===== config.mk =====
export PLATFORM = sky130hd
export DESIGN_NAME = control_unit_flat
export DESIGN_NICKNAME = d
export VERILOG_FILES = /design/src/rtl/control_unit_if.sv /design/src/rtl/control_unit.sv /design/src/flat_wrapper.sv
export SDC_FILE = /design/constraint.sdc
export NUM_CORES = 1
export LEC_CHECK = 0
export ABC_CLOCK_PERIOD_IN_PS = 2100
export CORE_MARGIN = 5
export CORE_UTILIZATION = 34
export CTS_BUF_LIST = sky130_fd_sc_hd__clkbuf_16
export DETAILED_ROUTE_END_ITERATION = 12
export GPL_TIMING_DRIVEN = 0
export HOLD_SLACK_MARGIN = 0.12
export PLACE_DENSITY_LB_ADDON = 0.05
export SLEW_MARGIN = 20
export SYNTH_ARGS = -nofsm -noshare
export SYNTH_HDL_FRONTEND = slang
export SYNTH_SLANG_ARGS = --single-unit

===== constraint.sdc =====
create_clock -name Clk -period 2.1 [get_ports Clk]
set_input_delay 0.63 -clock Clk [delete_from_list [all_inputs] [get_ports Clk]]
set_output_delay 0.63 -clock Clk [all_outputs]
set_load 0.01 [all_outputs]

===== src/rtl/control_unit_if.sv =====
// control_unit_if -- output bundle of the control unit.
//
// The control unit drives every signal here (master modport). Consumers
// such as the datapath, register file and data memory observe them
// (slave modport).
//   ALU_s0      [2:0]  ALU operation select
//   D_Addr      [7:0]  data-memory address
//   D_Wr               data-memory write enable
//   IR_Out      [15:0] instruction register contents
//   nextState   [3:0]  combinational next-state code
//   outState    [3:0]  registered current-state code
//   PC_Out      [6:0]  program counter (also the ROM address)
//   RF_Ra_Addr  [3:0]  register-file read port A address
//   RF_Rb_Addr  [3:0]  register-file read port B address
//   RF_W_Addr   [3:0]  register-file write address
//   RF_W_en            register-file write enable
//   RF_s               register-file write-data select (1 = memory, 0 = ALU)
interface control_unit_if;
  logic [2:0]  ALU_s0;
  logic [7:0]  D_Addr;
  logic        D_Wr;
  logic [15:0] IR_Out;
  logic [3:0]  nextState;
  logic [3:0]  outState;
  logic [6:0]  PC_Out;
  logic [3:0]  RF_Ra_Addr;
  logic [3:0]  RF_Rb_Addr;
  logic [3:0]  RF_W_Addr;
  logic        RF_W_en;
  logic        RF_s;

  modport master (
    output ALU_s0, D_Addr, D_Wr, IR_Out, nextState, outState, PC_Out,
           RF_Ra_Addr, RF_Rb_Addr, RF_W_Addr, RF_W_en, RF_s
  );

  modport slave (
    input  ALU_s0, D_Addr, D_Wr, IR_Out, nextState, outState, PC_Out,
           RF_Ra_Addr, RF_Rb_Addr, RF_W_Addr, RF_W_en, RF_s
  );
endinterface


===== src/rtl/control_unit.sv =====
// control_unit -- instruction ROM, IR, PC and sequencing FSM of a small
// 16-bit processor.
//
// Ports:
//   Clk    single system clock, everything updates on the rising edge
//   Reset  synchronous active-high reset (state=Init, PC=0, IR=0)
//   bus    control_unit_if.master, all control outputs
//
// Parameter:
//   INIT_FILE  name of the instruction-ROM image. The default image is
//              compiled into the ROM table below; any other name gives an
//              erased ROM (all words 0, i.e. NOOP).
//
// Instruction format: [15:12] opcode, [11:0] operand fields.
//   0 NOOP, 1 STORE, 2 LOAD, 3 ADD, 4 SUB, 5 HALT, 6-F NOOP.
module control_unit #(
  parameter INIT_FILE = "inst_rom.mif"
) (
  input  logic           Clk,
  input  logic           Reset,
  control_unit_if.master bus
);

  localparam logic [3:0] ST_INIT   = 4'd0;
  localparam logic [3:0] ST_FETCH  = 4'd1;
  localparam logic [3:0] ST_DECODE = 4'd2;
  localparam logic [3:0] ST_NOOP   = 4'd3;
  localparam logic [3:0] ST_LOADA  = 4'd4;
  localparam logic [3:0] ST_LOADB  = 4'd5;
  localparam logic [3:0] ST_STORE  = 4'd6;
  localparam logic [3:0] ST_ADD    = 4'd7;
  localparam logic [3:0] ST_HALT   = 4'd8;
  localparam logic [3:0] ST_SUB    = 4'd9;

  localparam logic [3:0] OP_NOOP  = 4'h0;
  localparam logic [3:0] OP_STORE = 4'h1;
  localparam logic [3:0] OP_LOAD  = 4'h2;
  localparam logic [3:0] OP_ADD   = 4'h3;
  localparam logic [3:0] OP_SUB   = 4'h4;
  localparam logic [3:0] OP_HALT  = 4'h5;

  localparam logic [2:0] ALU_ADD = 3'b001;
  localparam logic [2:0] ALU_SUB = 3'b010;

  localparam bit USE_BUILTIN_IMAGE = (INIT_FILE == "inst_rom.mif");

  // Default program image; unlisted addresses read as 0 (NOOP).
  function automatic logic [15:0] rom_word(input logic [6:0] addr);
    logic [15:0] w;
    case (addr)
      7'd0:    w = 16'h3ABC;  // ADD
      7'd1:    w = 16'h4ABC;  // SUB
      7'd2:    w = 16'h2ABC;  // LOAD
      7'd3:    w = 16'h1ABC;  // STORE
      7'd4:    w = 16'h0001;  // NOOP
      7'd5:    w = 16'h5001;  // HALT
      7'd6:    w = 16'h1ABC;  // STORE (never reached behind the HALT)
      default: w = 16'h0000;
    endcase
    return w;
  endfunction

  logic [3:0]  state_q, state_d;
  logic [6:0]  pc_q, pc_d;
  logic [15:0] ir_q, ir_d;
  logic [15:0] rom_q, rom_d;

  logic        ir_ld;
  logic        pc_up;
  logic        pc_clr;

  logic [2:0]  alu_s0;
  logic [7:0]  d_addr;
  logic        d_wr;
  logic [3:0]  ra_addr;
  logic [3:0]  rb_addr;
  logic [3:0]  w_addr;
  logic        w_en;
  logic        rf_s;

  // ROM read port: the word for the address presented this cycle appears
  // after the next edge. PC only moves on the Fetch edge, so by the time
  // the FSM is in Fetch the ROM output already holds mem[PC].
  always_comb begin
    rom_d = USE_BUILTIN_IMAGE ? rom_word(pc_q) : 16'h0000;
  end

  // Next-state logic.
  always_comb begin
    state_d = ST_INIT;
    case (state_q)
      ST_INIT:   state_d = ST_FETCH;
      ST_FETCH:  state_d = ST_DECODE;
      ST_DECODE: begin
        case (ir_q[15:12])
          OP_STORE: state_d = ST_STORE;
          OP_LOAD:  state_d = ST_LOADA;
          OP_ADD:   state_d = ST_ADD;
          OP_SUB:   state_d = ST_SUB;
          OP_HALT:  state_d = ST_HALT;
          default:  state_d = ST_NOOP;
        endcase
      end
      ST_LOADA:  state_d = ST_LOADB;
      ST_HALT:   state_d = ST_HALT;
      ST_NOOP, ST_LOADB, ST_STORE, ST_ADD, ST_SUB: state_d = ST_FETCH;
      default:   state_d = ST_INIT;
    endcase
  end

  // Per-state outputs; anything not set for a state stays 0.
  always_comb begin
    ir_ld   = 1'b0;
    pc_up   = 1'b0;
    pc_clr  = 1'b0;
    alu_s0  = 3'b000;
    d_addr  = 8'h00;
    d_wr    = 1'b0;
    ra_addr = 4'h0;
    rb_addr = 4'h0;
    w_addr  = 4'h0;
    w_en    = 1'b0;
    rf_s    = 1'b0;
    case (state_q)
      ST_INIT:  pc_clr = 1'b1;
      ST_FETCH: begin
        ir_ld = 1'b1;
        pc_up = 1'b1;
      end
      // LoadA presents the address so memory data is valid in LoadB,
      // where the register-file write actually happens.
      ST_LOADA, ST_LOADB: begin
        d_addr = ir_q[11:4];
        rf_s   = 1'b1;
        w_addr = ir_q[3:0];
        w_en   = (state_q == ST_LOADB);
      end
      ST_STORE: begin
        d_addr  = ir_q[7:0];
        d_wr    = 1'b1;
        ra_addr = ir_q[11:8];
      end
      ST_ADD, ST_SUB: begin
        ra_addr = ir_q[11:8];
        rb_addr = ir_q[7:4];
        w_addr  = ir_q[3:0];
        alu_s0  = (state_q == ST_ADD) ? ALU_ADD : ALU_SUB;
        w_en    = 1'b1;
      end
      default: ;
    endcase
  end

  // PC: clear wins over increment; the 7-bit add wraps 127 -> 0.
  always_comb begin
    if (pc_clr) begin
      pc_d = 7'd0;
    end else if (pc_up) begin
      pc_d = pc_q + 7'd1;
    end else begin
      pc_d = pc_q;
    end
    ir_d = ir_ld ? rom_q : ir_q;
  end

  always_ff @(posedge Clk) begin
    if (Reset) begin
      state_q <= ST_INIT;
      pc_q    <= 7'd0;
      ir_q    <= 16'h0000;
    end else begin
      state_q <= state_d;
      pc_q    <= pc_d;
      ir_q    <= ir_d;
    end
  end

  // ROM output register carries no reset, as in a block RAM.
  always_ff @(posedge Clk) begin
    rom_q <= rom_d;
  end

  assign bus.ALU_s0     = alu_s0;
  assign bus.D_Addr     = d_addr;
  assign bus.D_Wr       = d_wr;
  assign bus.IR_Out     = ir_q;
  assign bus.nextState  = state_d;
  assign bus.outState   = state_q;
  assign bus.PC_Out     = pc_q;
  assign bus.RF_Ra_Addr = ra_addr;
  assign bus.RF_Rb_Addr = rb_addr;
  assign bus.RF_W_Addr  = w_addr;
  assign bus.RF_W_en    = w_en;
  assign bus.RF_s       = rf_s;

endmodule


===== src/flat_wrapper.sv =====
// flat-port wrapper written by rule: the top's interface ports become plain ports
module control_unit_flat 
#(
  parameter INIT_FILE = "            "
)
  (Clk, Reset, bus_ALU_s0, bus_D_Addr, bus_D_Wr, bus_IR_Out, bus_nextState, bus_outState, bus_PC_Out, bus_RF_Ra_Addr, bus_RF_Rb_Addr, bus_RF_W_Addr, bus_RF_W_en, bus_RF_s);
  control_unit_if bus_i ();
  input  logic Clk;
  input  logic Reset;
  output wire logic [$bits(bus_i.ALU_s0)-1:0] bus_ALU_s0;
  output wire logic [$bits(bus_i.D_Addr)-1:0] bus_D_Addr;
  output wire logic [$bits(bus_i.D_Wr)-1:0] bus_D_Wr;
  output wire logic [$bits(bus_i.IR_Out)-1:0] bus_IR_Out;
  output wire logic [$bits(bus_i.nextState)-1:0] bus_nextState;
  output wire logic [$bits(bus_i.outState)-1:0] bus_outState;
  output wire logic [$bits(bus_i.PC_Out)-1:0] bus_PC_Out;
  output wire logic [$bits(bus_i.RF_Ra_Addr)-1:0] bus_RF_Ra_Addr;
  output wire logic [$bits(bus_i.RF_Rb_Addr)-1:0] bus_RF_Rb_Addr;
  output wire logic [$bits(bus_i.RF_W_Addr)-1:0] bus_RF_W_Addr;
  output wire logic [$bits(bus_i.RF_W_en)-1:0] bus_RF_W_en;
  output wire logic [$bits(bus_i.RF_s)-1:0] bus_RF_s;
  assign bus_ALU_s0 = bus_i.ALU_s0;
  assign bus_D_Addr = bus_i.D_Addr;
  assign bus_D_Wr = bus_i.D_Wr;
  assign bus_IR_Out = bus_i.IR_Out;
  assign bus_nextState = bus_i.nextState;
  assign bus_outState = bus_i.outState;
  assign bus_PC_Out = bus_i.PC_Out;
  assign bus_RF_Ra_Addr = bus_i.RF_Ra_Addr;
  assign bus_RF_Rb_Addr = bus_i.RF_Rb_Addr;
  assign bus_RF_W_Addr = bus_i.RF_W_Addr;
  assign bus_RF_W_en = bus_i.RF_W_en;
  assign bus_RF_s = bus_i.RF_s;
  control_unit #(.INIT_FILE(INIT_FILE)) u_core (.Clk(Clk), .Reset(Reset), .bus(bus_i));
endmodule

==> After elaboration in Yosys (flattened, before gate mapping) <==
Cells that the tools add are included.
{ "op_classes": {"add_sub_neg": 1, "n_mul": 0, "div_mod_pow": 0, "order_cmp": 0, "n_eq_ne": 9, "shift": 0, "muxes": 8, "n_bitwise": 0, "n_reduce_logical": 5} }
{ "ops": {"columns": ["op", "n"], "rows": [
  ["one-hot mux 4 bit (5 select lines)", 1],
  ["equality test 4 x 3 -> 1 bit, second input constant", 4],
  ["equality test 4 x 2 -> 1 bit, second input constant", 2],
  ["equality test 4 bit, second input constant", 2],
  ["adder 7 x 1 -> 7 bit, second input constant", 1],
  ["OR reduction 2 bit", 3],
  ["OR reduction 6 bit", 1],
  ["equality test 4 x 1 -> 1 bit, second input constant", 1],
  ["logical NOT 4 bit", 1],
  ["two-way mux 1 bit", 4],
  ["two-way mux 3 bit", 1],
  ["two-way mux 2 bit", 1],
  ["one-hot mux 1 bit (2 select lines)", 1]
]} }
{ "totals": {"ff_bits": 11, "latch_bits": 0, "mem_bits_rw": 0, "romBits": 0, "in_bits": 2, "output_inout_bits": 57, "word_cells": 25, "n_memories": 0} }

==> Depth between registers and ports, before layout <==
Gate-level depths: netlist of the first run.
{ "depth": {"depth_word": 3, "mapped_depth": 5, "ltp_nobuf": 4} }

==> Worst setup path before layout of the first run <==
Ideal clock, no wire load.
{ "synth_timing": {"path_type": "register -> output", "startpoint": "register u_core.state_q[3], in the netlist u_core.bus.outState[3]", "endpoint": "output port bus_ALU_s0[1]", "t_arrival_ns": 1.101, "t_required_ns": 1.470, "slack_ns": 0.369, "stages_incl_launch_ff": 4, "path_buffers": 1, "cell_sequence": "dfxtp_1 > buf_6 > or2b_1 > nor3b_1"} }
{ "synth_via": {"elab_chain_len": 3, "elab_cells_between_ends": 5, "classes_between": "eq/ne: 2; mux: 2; reduce/logical: 1"} }
{ "synth_rtl": {"columns": ["element", "line", "source"], "rows": [
  ["start: declaration", "control_unit.sv:63", "logic [3:0] state_q, state_d;"],
  ["start signal: assignment", "control_unit.sv:172", "state_q <= state_d;"],
  ["equality test 4 x 3 -> 1 bit / equality test 4 bit (equally long branches)", "control_unit.sv:124, control_unit.sv:147", null],
  ["two-way mux 2 bit / OR reduction 2 bit (equally long branches)", null, null],
  ["two-way mux 3 bit (*)", "control_unit.sv:124", "case (state_q)"],
  ["end: declaration", "flat_wrapper.sv:10", "output wire logic [$bits(bus_i.ALU_s0)-1:0] bus_ALU_s0;"]
]} }
Every way passes the cells marked *; elsewhere a longest branch is shown, timed or not.

==> Worst setup path after layout of the first run <==
{ "layout_timing": {"startpoint": "register u_core.state_q[3], in the netlist u_core.bus.outState[3]", "endpoint": "output port bus_RF_W_en"} }
{ "layout_via": {"elab_chain_len": 3, "elab_cells_between_ends": 7, "classes_between": "eq/ne: 4; mux: 1; reduce/logical: 2"} }
{ "layout_rtl": {"columns": ["element", "line", "source"], "rows": [
  ["equality test 4 bit, or another cell as far along", "control_unit.sv:124", null],
  ["OR reduction 2 bit", null, null],
  ["one-hot mux 1 bit (2 select lines) (*)", "control_unit.sv:124", null],
  ["end: declaration", "flat_wrapper.sv:20", "output wire logic [$bits(bus_i.RF_W_en)-1:0] bus_RF_W_en;"]
]} }
Marked as above.

==> results.py, run 1 <==
metrics = {
    "sta": {
        "setup_viol": 0,
        "fmax_ghz": 0.491,
        "layout_min_cycle_time_ns": 2.04,
        "tns_ns": 0,
        "worst_pin_slew_ns": 0.689,
        "rsz0062_at_grt": "false",
        "finalCritPeriodShare_pct": 97.0,
        "fin_ws_ns": 0.0638,
        "hold_viol": 0,
        "finClkSkew_ns": 0.000370,
        "maxSlewHeadroom_pct": 53.6,
        "drv_slew": 0,
    },
    "power": {
        "internal_power_mw": 0.563,
        "p_comb_share_pct": 24.6,
        "total_power_mw": 0.750,
        "seqPwrFrac_pct": 30.3,
        "leakage_nw": 0.692,
        "power_switching_mw": 0.187,
        "ir_drop_mv": 0.510,
        "p_per_area_mw_per_mm2": 559,
        "sw_frac_of_total_pct": 24.9,
        "clockPowerShare_pct": 45.1,
    },
    "global_routing": {
        "grt_antenna_before_repair": 0,
        "grt_usage_pct": 10.7,
        "grt-ovfl-total": 0,
        "grt_max_degree": 11,
        "grt_pass1_vias": 687,
        "grt_pass1_wl_um": 2900,
    },
    "place": {
        "globalplace.congestion": 0.678,
        "io_buffers": 21,
        "hpwlAfterDp_um": 1420,
        "place_ws_ns": -0.109,
    },
    "cts": {
        "clock_latency_ns": 0.23,
        "clockRootBuffer": "clkbuf_16",
        "cts.clk_slew.worst_paths_ns": 0.04,
        "hold_buffers": 0,
        "cts.sinks": 11,
        "htree_levels": 1,
        "cts_buffers": 3,
        "cts_tree": "built",
        "clockBufferDepth": 2,
    },
    "floorplan": {
        "die_area_mm2": 0.00355,
        "ioPinCount": 59,
        "core_mm2": 0.00241,
        "rows": 18,
        "fp.dieW_um": 59.5,
        "start_util_pct": 34.6,
        "die-height_um": 59.5,
    },
    "layout": {
        "multi_input_area_um2": 448,
        "n_fill_cell": 255,
        "antenna_cells": 0,
        "areaGrowthSynthToFinish_pct": 60.9,
        "regArea_um2": 224,
        "fin_nets": 169,
        "drive_gt1_share_pct": 34.5,
    },
    "detailed_routing": {
        "first_iter_violations": 16,
        "wirelength_um": 1830,
        "avgViaCountPerCell": 3.81,
        "vias": 742,
        "post_drt_wl_per_cell_um": 9.41,
        "ant_nets": 0,
        "firstDrtPassIters": 3,
        "drc": 0,
    },
    "worst_setup_path": {
        "critPathKind": "reg -> out",
        "critPathCaptureType": "primary output",
        "timing.rr.start": "u_core.bus.outState[3]",
        "arrival_ns": 1.41,
        "cp_max_fo": 4,
        "cp-startpoint": "u_core.bus.outState[3]",
        "critical_path_required_ns": 1.47,
        "start_kind": "flip-flop",
    },
    "synth": {
        "seq_area_frac_synth_pct": 26.4,
        "synthCells": 100,
        "netlist_area_um2": 835,
        "async_flop_share_pct": 0,
        "ys_seq_elements": 11,
        "avgSynthCellArea_um2": 8.35,
        "synth_edf_count": 0,
        "ys_types": 27,
        "synth_flop_cell": "dfxtp_1",
        "yosys_warnings": 0,
    },
    "run_status": {
        "status": "finished, final reports clean",
    },
    "min_path": {
        "min_from": "u_core.bus.PC_Out[6]",
        "hold_path_class": "reg -> reg",
    },
    "flow_run": {
        "drv_cap": 0,
    },
}
## kinds of logic (layout without fill, tap and decap cells)
family / Yosys count / after routing / synth area share [%]
compound gates: 12 / 12 / 8.25
xor+xnor: 3 / 3 / 3.15
fa+ha+maj: 1 / 1 / 1.50
buf+inv: 44 / 73 / 38.2
flops: 11 / 11 / 26.4
mux: 1 / 1 / 1.20
other cells: 1 / 37 / 0.449
simple gates: 27 / 27 / 20.8
## layout make-up
class | count | share of cell area [%]
multi-input combinational | 81 | 33.4
buffer | 41 | 24.0
sequential | 11 | 16.7
timing repair buffer | 25 | 16.5
clock buffer | 3 | 5.59
tap | 30 | 2.80
inverter | 3 | 0.839
clock inverter | 1 | 0.280
## sequential cells by signal (all words and copies together), names as in the netlist
signal               cells
u_core.bus.outState      4
u_core.bus.PC_Out        7
## synthesized netlist by cell type (2+ instances only)
cell	count	share of area (%)
buf_4	37	33
dfxtp_1	11	26
a21oi_1	5	3.0
o21ai_0	4	2.4
inv_1	3	1.3
nor2_1	3	1.3
nor3_1	3	1.8
nor3b_1	3	2.7
nor4_1	3	2.2
or3_1	3	2.2
and2_1	2	1.5
buf_6	2	2.7
clkbuf_1	2	0.90
nand3_1	2	1.2
nand4_1	2	1.5
o31ai_1	2	1.8
or4_1	2	1.8
xnor2_1	2	2.1
## per-stage QoR
step	cells	instance area, um2	utilization (%)	hold slack (ns)
2_1_floorplan	136	970	-	0.496
3_3_place_gp	187	1220	50.5	0.466
3_5_place_dp	187	1220	50.8	0.482
4_1_cts	194	1340	55.5	0.488
5_1_grt	195	1340	55.7	0.536
6_report	195	1340	55.7	0.483
## critical path, cell delays in order, from the launching register on
cell and delay [ns]:
dfxtp_2 0.32, buf_6 0.10, or2b_1 0.25, buf_4 0.15
o21ai_1 0.10, and2_1 0.12, buf_2 0.12
## layout by cell type (no fill, tap or decap), types with 2 or more instances in the layout
| cell type | netlist | routed |
|---|---|---|
| or4_1 | 2 | 2 |
| nand3_1 | 2 | 2 |
| dfxtp_1 | 11 | 8 |
| a21oi_1 | 5 | 5 |
| or3_1 | 3 | 3 |
| nand4_1 | 2 | 2 |
| buf_2 | 0 | 2 |
| nor2_1 | 3 | 3 |
| clkbuf_16 | 0 | 3 |
| and2_1 | 2 | 2 |
| xnor2_1 | 2 | 2 |
| o21ai_0 | 4 | 3 |
| dfxtp_2 | 0 | 3 |
| inv_1 | 3 | 4 |
| conb_1 | 1 | 37 |
| nor3b_2 | 0 | 2 |
| dlygate4sd2_1 | 0 | 7 |
| nor3_1 | 3 | 3 |
| o31ai_1 | 2 | 2 |
| nor4_1 | 3 | 3 |
| buf_4 | 37 | 41 |
| buf_6 | 2 | 2 |
| clkdlybuf4s50_1 | 0 | 12 |
## path summary, 6_finish.rpt
check / endpoint / slack, ns / cells past startpoint
worst max-delay path: bus_RF_W_en / 0.06 / 6
worst min-delay path: u_core.bus.PC_Out[6] / 0.48 / 2
worst max register to register: u_core.bus.PC_Out[4] / 0.29 / 6
worst min register to register: u_core.bus.PC_Out[6] / 0.48 / 2
## what timing repair did
action | CTS | global route
endpoints found under the setup margin | 9 | 2
pin swaps | 0 | 0
gates resized for setup | 23 | 3
buffers inserted | 3 | 1
## power groups by stage
stage,Sequential [mW],Combinational [mW],Clock (mW)
2_1_floorplan,0.230,0.134,0
3_3_place_gp,0.228,0.176,0
3_5_place_dp,0.229,0.178,0
4_1_cts,0.227,0.181,0.346
5_1_grt,0.228,0.203,0.362
6_report,0.227,0.185,0.338
## metal layers
layer  vias up  GRT usage [%]  wire length (um)
li1        396              -                 -
met1       316           11.4               684
met2        28           17.6               934
met3         2           6.75               203
met4         0           2.85                11
met5         -              0                 0
No activity file was read; power rests on OpenSTA's default activity.
==> inputs of run 2 (changes only) <==
--- a/config.mk
+++ b/config.mk
@@ -7,9 +7,10 @@
 export LEC_CHECK = 0
 export ABC_CLOCK_PERIOD_IN_PS = 2100
 export CORE_MARGIN = 5
-export CORE_UTILIZATION = 34
+export CORE_UTILIZATION = 45
 export CTS_BUF_LIST = sky130_fd_sc_hd__clkbuf_16
 export DETAILED_ROUTE_END_ITERATION = 12
+export DONT_BUFFER_PORTS = 1
 export GPL_TIMING_DRIVEN = 0
 export HOLD_SLACK_MARGIN = 0.12
 export PLACE_DENSITY_LB_ADDON = 0.05
==> run 2 against run 1 <==
Worst hold slack lost 0.018 ns. Count of clock-buffer cells in the layout is the same. First-iteration DRC count shrank 44%. Critical path depth shrank 3. Flip-flop and latch count is the same. Die area shrank 21%. Utilization grew 6.7 points. Clock skew is essentially flat. Sequential power is essentially flat. Setup slack lost 0.017 ns. Cell count shrank 15%. Largest cell class is now multi-input gates. Largest power group unchanged.
==> results.py, run 2 (same netlist as run 1, synthesis figures left out) <==
metrics = {
    "cts": {
        "cts_buffers": 3,
        "clockRootBuffer": "clkbuf_16",
        "cts_tree": "built",
        "post_cts_buffers": 0,
        "cts.clk_slew.worst_paths_ns": 0.04,
        "cts.sinks": 11,
        "hold_buffers": 0,
        "clock_latency_ns": 0.24,
        "htree_levels": 1,
        "clockBufferDepth": 2,
    },
    "sta": {
        "finClkSkew_ns": 0.000497,
        "setup_viol": 0,
        "maxSlewHeadroom_pct": 51.5,
        "holdWs_ns": 0.465,
        "fmax_ghz": 0.487,
        "drv_slew": 0,
        "tns_ns": 0,
        "hold_viol": 0,
        "rsz0062_at_grt": "true",
        "worst_pin_slew_ns": 0.719,
        "layout_min_cycle_time_ns": 2.05,
        "finalCritPeriodShare_pct": 97.8,
    },
    "run_status": {
        "status": "finished, final reports clean",
    },
    "place": {
        "io_buffers": 0,
        "post_dp_cell_area_mm2": 0.00100,
        "dp.cells": 161,
        "hpwlAfterDp_um": 1270,
        "globalplace.congestion": 0.694,
    },
    "power": {
        "ir_drop_mv": 0.638,
        "leakage_nw": 0.559,
        "p_per_area_mw_per_mm2": 659,
    },
    "layout": {
        "layout_common_cells": "buf_4, conb_1, dfxtp_1",
        "fin_area_mm2": 0.00109,
        "largest_reg_flops": 7,
        "drive_gt1_share_pct": 32.9,
        "areaGrowthSynthToFinish_pct": 30.6,
        "antenna_cells": 0,
        "fin_nets": 144,
        "n_fill_cell": 171,
        "layout.cells.non_filler": 165,
    },
    "detailed_routing": {
        "drc": 0,
        "post_drt_wl_per_cell_um": 9.38,
        "wirelength_um": 1550,
        "first_iter_violations": 9,
        "vias": 646,
        "firstDrtPassIters": 4,
        "ant_nets": 0,
        "avgViaCountPerCell": 3.92,
    },
    "worst_setup_path": {
        "rr_worst_depth": 5,
        "critPathKind": "reg -> out",
        "r2r_slack_ns": 0.36,
        "cpMaxStageDelayCell": "dfxtp_1",
        "cp_max_fo": 8,
        "arrival_ns": 1.42,
        "cp_cell_sequence": "buf_6 > or2b_1 > nor3b_1",
        "reg2reg_to": "u_core.bus.PC_Out[4]",
        "timing.rr.start": "u_core.bus.outState[3]",
        "critPathCapture": "bus_ALU_s0[1]",
        "cp-startpoint": "u_core.bus.outState[3]",
        "critical_path_required_ns": 1.47,
        "max_stage_delay_ns": 0.39,
        "start_kind": "flip-flop",
        "critPathCaptureType": "primary output",
    },
    "floorplan": {
        "fp.dieW_um": 53.1,
        "start_util_pct": 47.8,
        "ioPinCount": 59,
        "die-height_um": 53.1,
        "die_area_mm2": 0.00282,
        "rows": 15,
        "core_mm2": 0.00175,
    },
    "flow_run": {
        "drv_cap": 0,
    },
    "global_routing": {
        "grt_pass1_vias": 546,
        "grt_usage_pct": 11.7,
        "grt-ovfl-total": 0,
        "grt_antenna_before_repair": 0,
        "grt_max_degree": 11,
        "grt_pass1_wl_um": 2380,
    },
    "min_path": {
        "hold_path_class": "in -> reg",
    },
}
-- run 2: cell count changes in the layout (fill, tap and decap cells not counted), moves of 2 or more --
cell / delta
buf_2: -2
buf_4: -4
clkbuf_2: +2
clkdlybuf4s50_1: -12
dfxtp_1: +3
dfxtp_2: -3
dlygate4sd2_1: -7
nor3b_1: +2
nor3b_2: -2
-- run 2: what timing repair did --
action	4_1_cts	5_1_grt
gates resized for setup	1	2
setup endpoints to repair	1	2
cloned	0	0
hold endpoints to repair	0	0
-- run 2: worst min path at each step --
| stage | start | endpoint | slack [ns] | cells after the start |
|---|---|---|---|---|
| finish | Reset | u_core.bus.outState[1] | 0.47 | 1 |
| global route | Reset | u_core.bus.outState[1] | 0.46 | 1 |
| CTS | Reset | u_core.bus.outState[2] | 0.46 | 1 |
| detailed placement | u_core.bus.PC_Out[6] | u_core.bus.PC_Out[6] | 0.52 | 2 |
| global placement | u_core.bus.PC_Out[6] | u_core.bus.PC_Out[6] | 0.52 | 2 |
| floorplan | u_core.bus.PC_Out[6] | u_core.bus.PC_Out[6] | 0.50 | 2 |
-- run 2: area by class of cell --
type / instances / area [um2] / share of cell area, %
clock inverter: 1 / 3.75 / 0.344
sequential: 11 / 220 / 20.2
inverter: 3 / 11.3 / 1.03
multi-input combinational: 81 / 438 / 40.2
tap: 25 / 31.3 / 2.87
clock buffer: 3 / 75.1 / 6.89
buffer: 41 / 310 / 28.5
-- run 2: worst max-delay path, delay by kind of cell (launching register included) --
family,cells,cell delay [ns]
flip-flops,1,0.39
buffers and inverters,1,0.15
AND/OR/NAND/NOR,2,0.64
-- run 2: through the flow --
| step | util, % | worst slack [ns] | power (mW) |
|---|---|---|---|
| after global placement | 57.3 | 0.277 | 0.374 |
| after global routing | 62.4 | -0.0506 | 0.753 |
| after floorplan | - | 0.369 | 0.364 |
| after detailed placement | 57.3 | 0.230 | 0.376 |
| after CTS | 61.9 | 0.0251 | 0.719 |
| final | 62.4 | 0.0471 | 0.718 |
-- run 2: metal layers --
metal,vias up,track usage (%),wire length (um)
li1,351,-,-
met1,254,12.9,569
met3,4,7.89,264
met5,-,0,0
met2,37,17.1,694
met4,0,5.11,20
-- run 2: report_power, final --
group          total (mW)  internal, mW  switching [mW]
Sequential          0.230         0.217          0.0134
Combinational       0.149        0.0711          0.0781
Clock               0.338         0.249          0.0890
==> inputs of run 3 (changes only) <==
==> constraint.sdc (replaced) <==
create_clock -name Clk -period 2.1 [get_ports Clk]
set_input_delay 0.63 -clock Clk [delete_from_list [all_inputs] [get_ports Clk]]
set_output_delay 0.63 -clock Clk [all_outputs]
set_load 0.005 [all_outputs]
==> results of run 3 <==
Same layout as run 2 (identical final DEF). Status: finished, final reports clean.
Main changes from that run: setup slack after placement 0.230 ns -> 0.257 ns; number of gates resized after CTS 1 -> 0; setup slack after layout 0.0471 ns -> 0.162 ns; end point of the critical path bus_ALU_s0[1] -> bus_RF_W_en; register-to-register setup slack 0.36 ns -> 0.39 ns; total power 0.718 mW -> 0.697 mW; worst IR drop on VDD 0.638 mV -> 0.633 mV
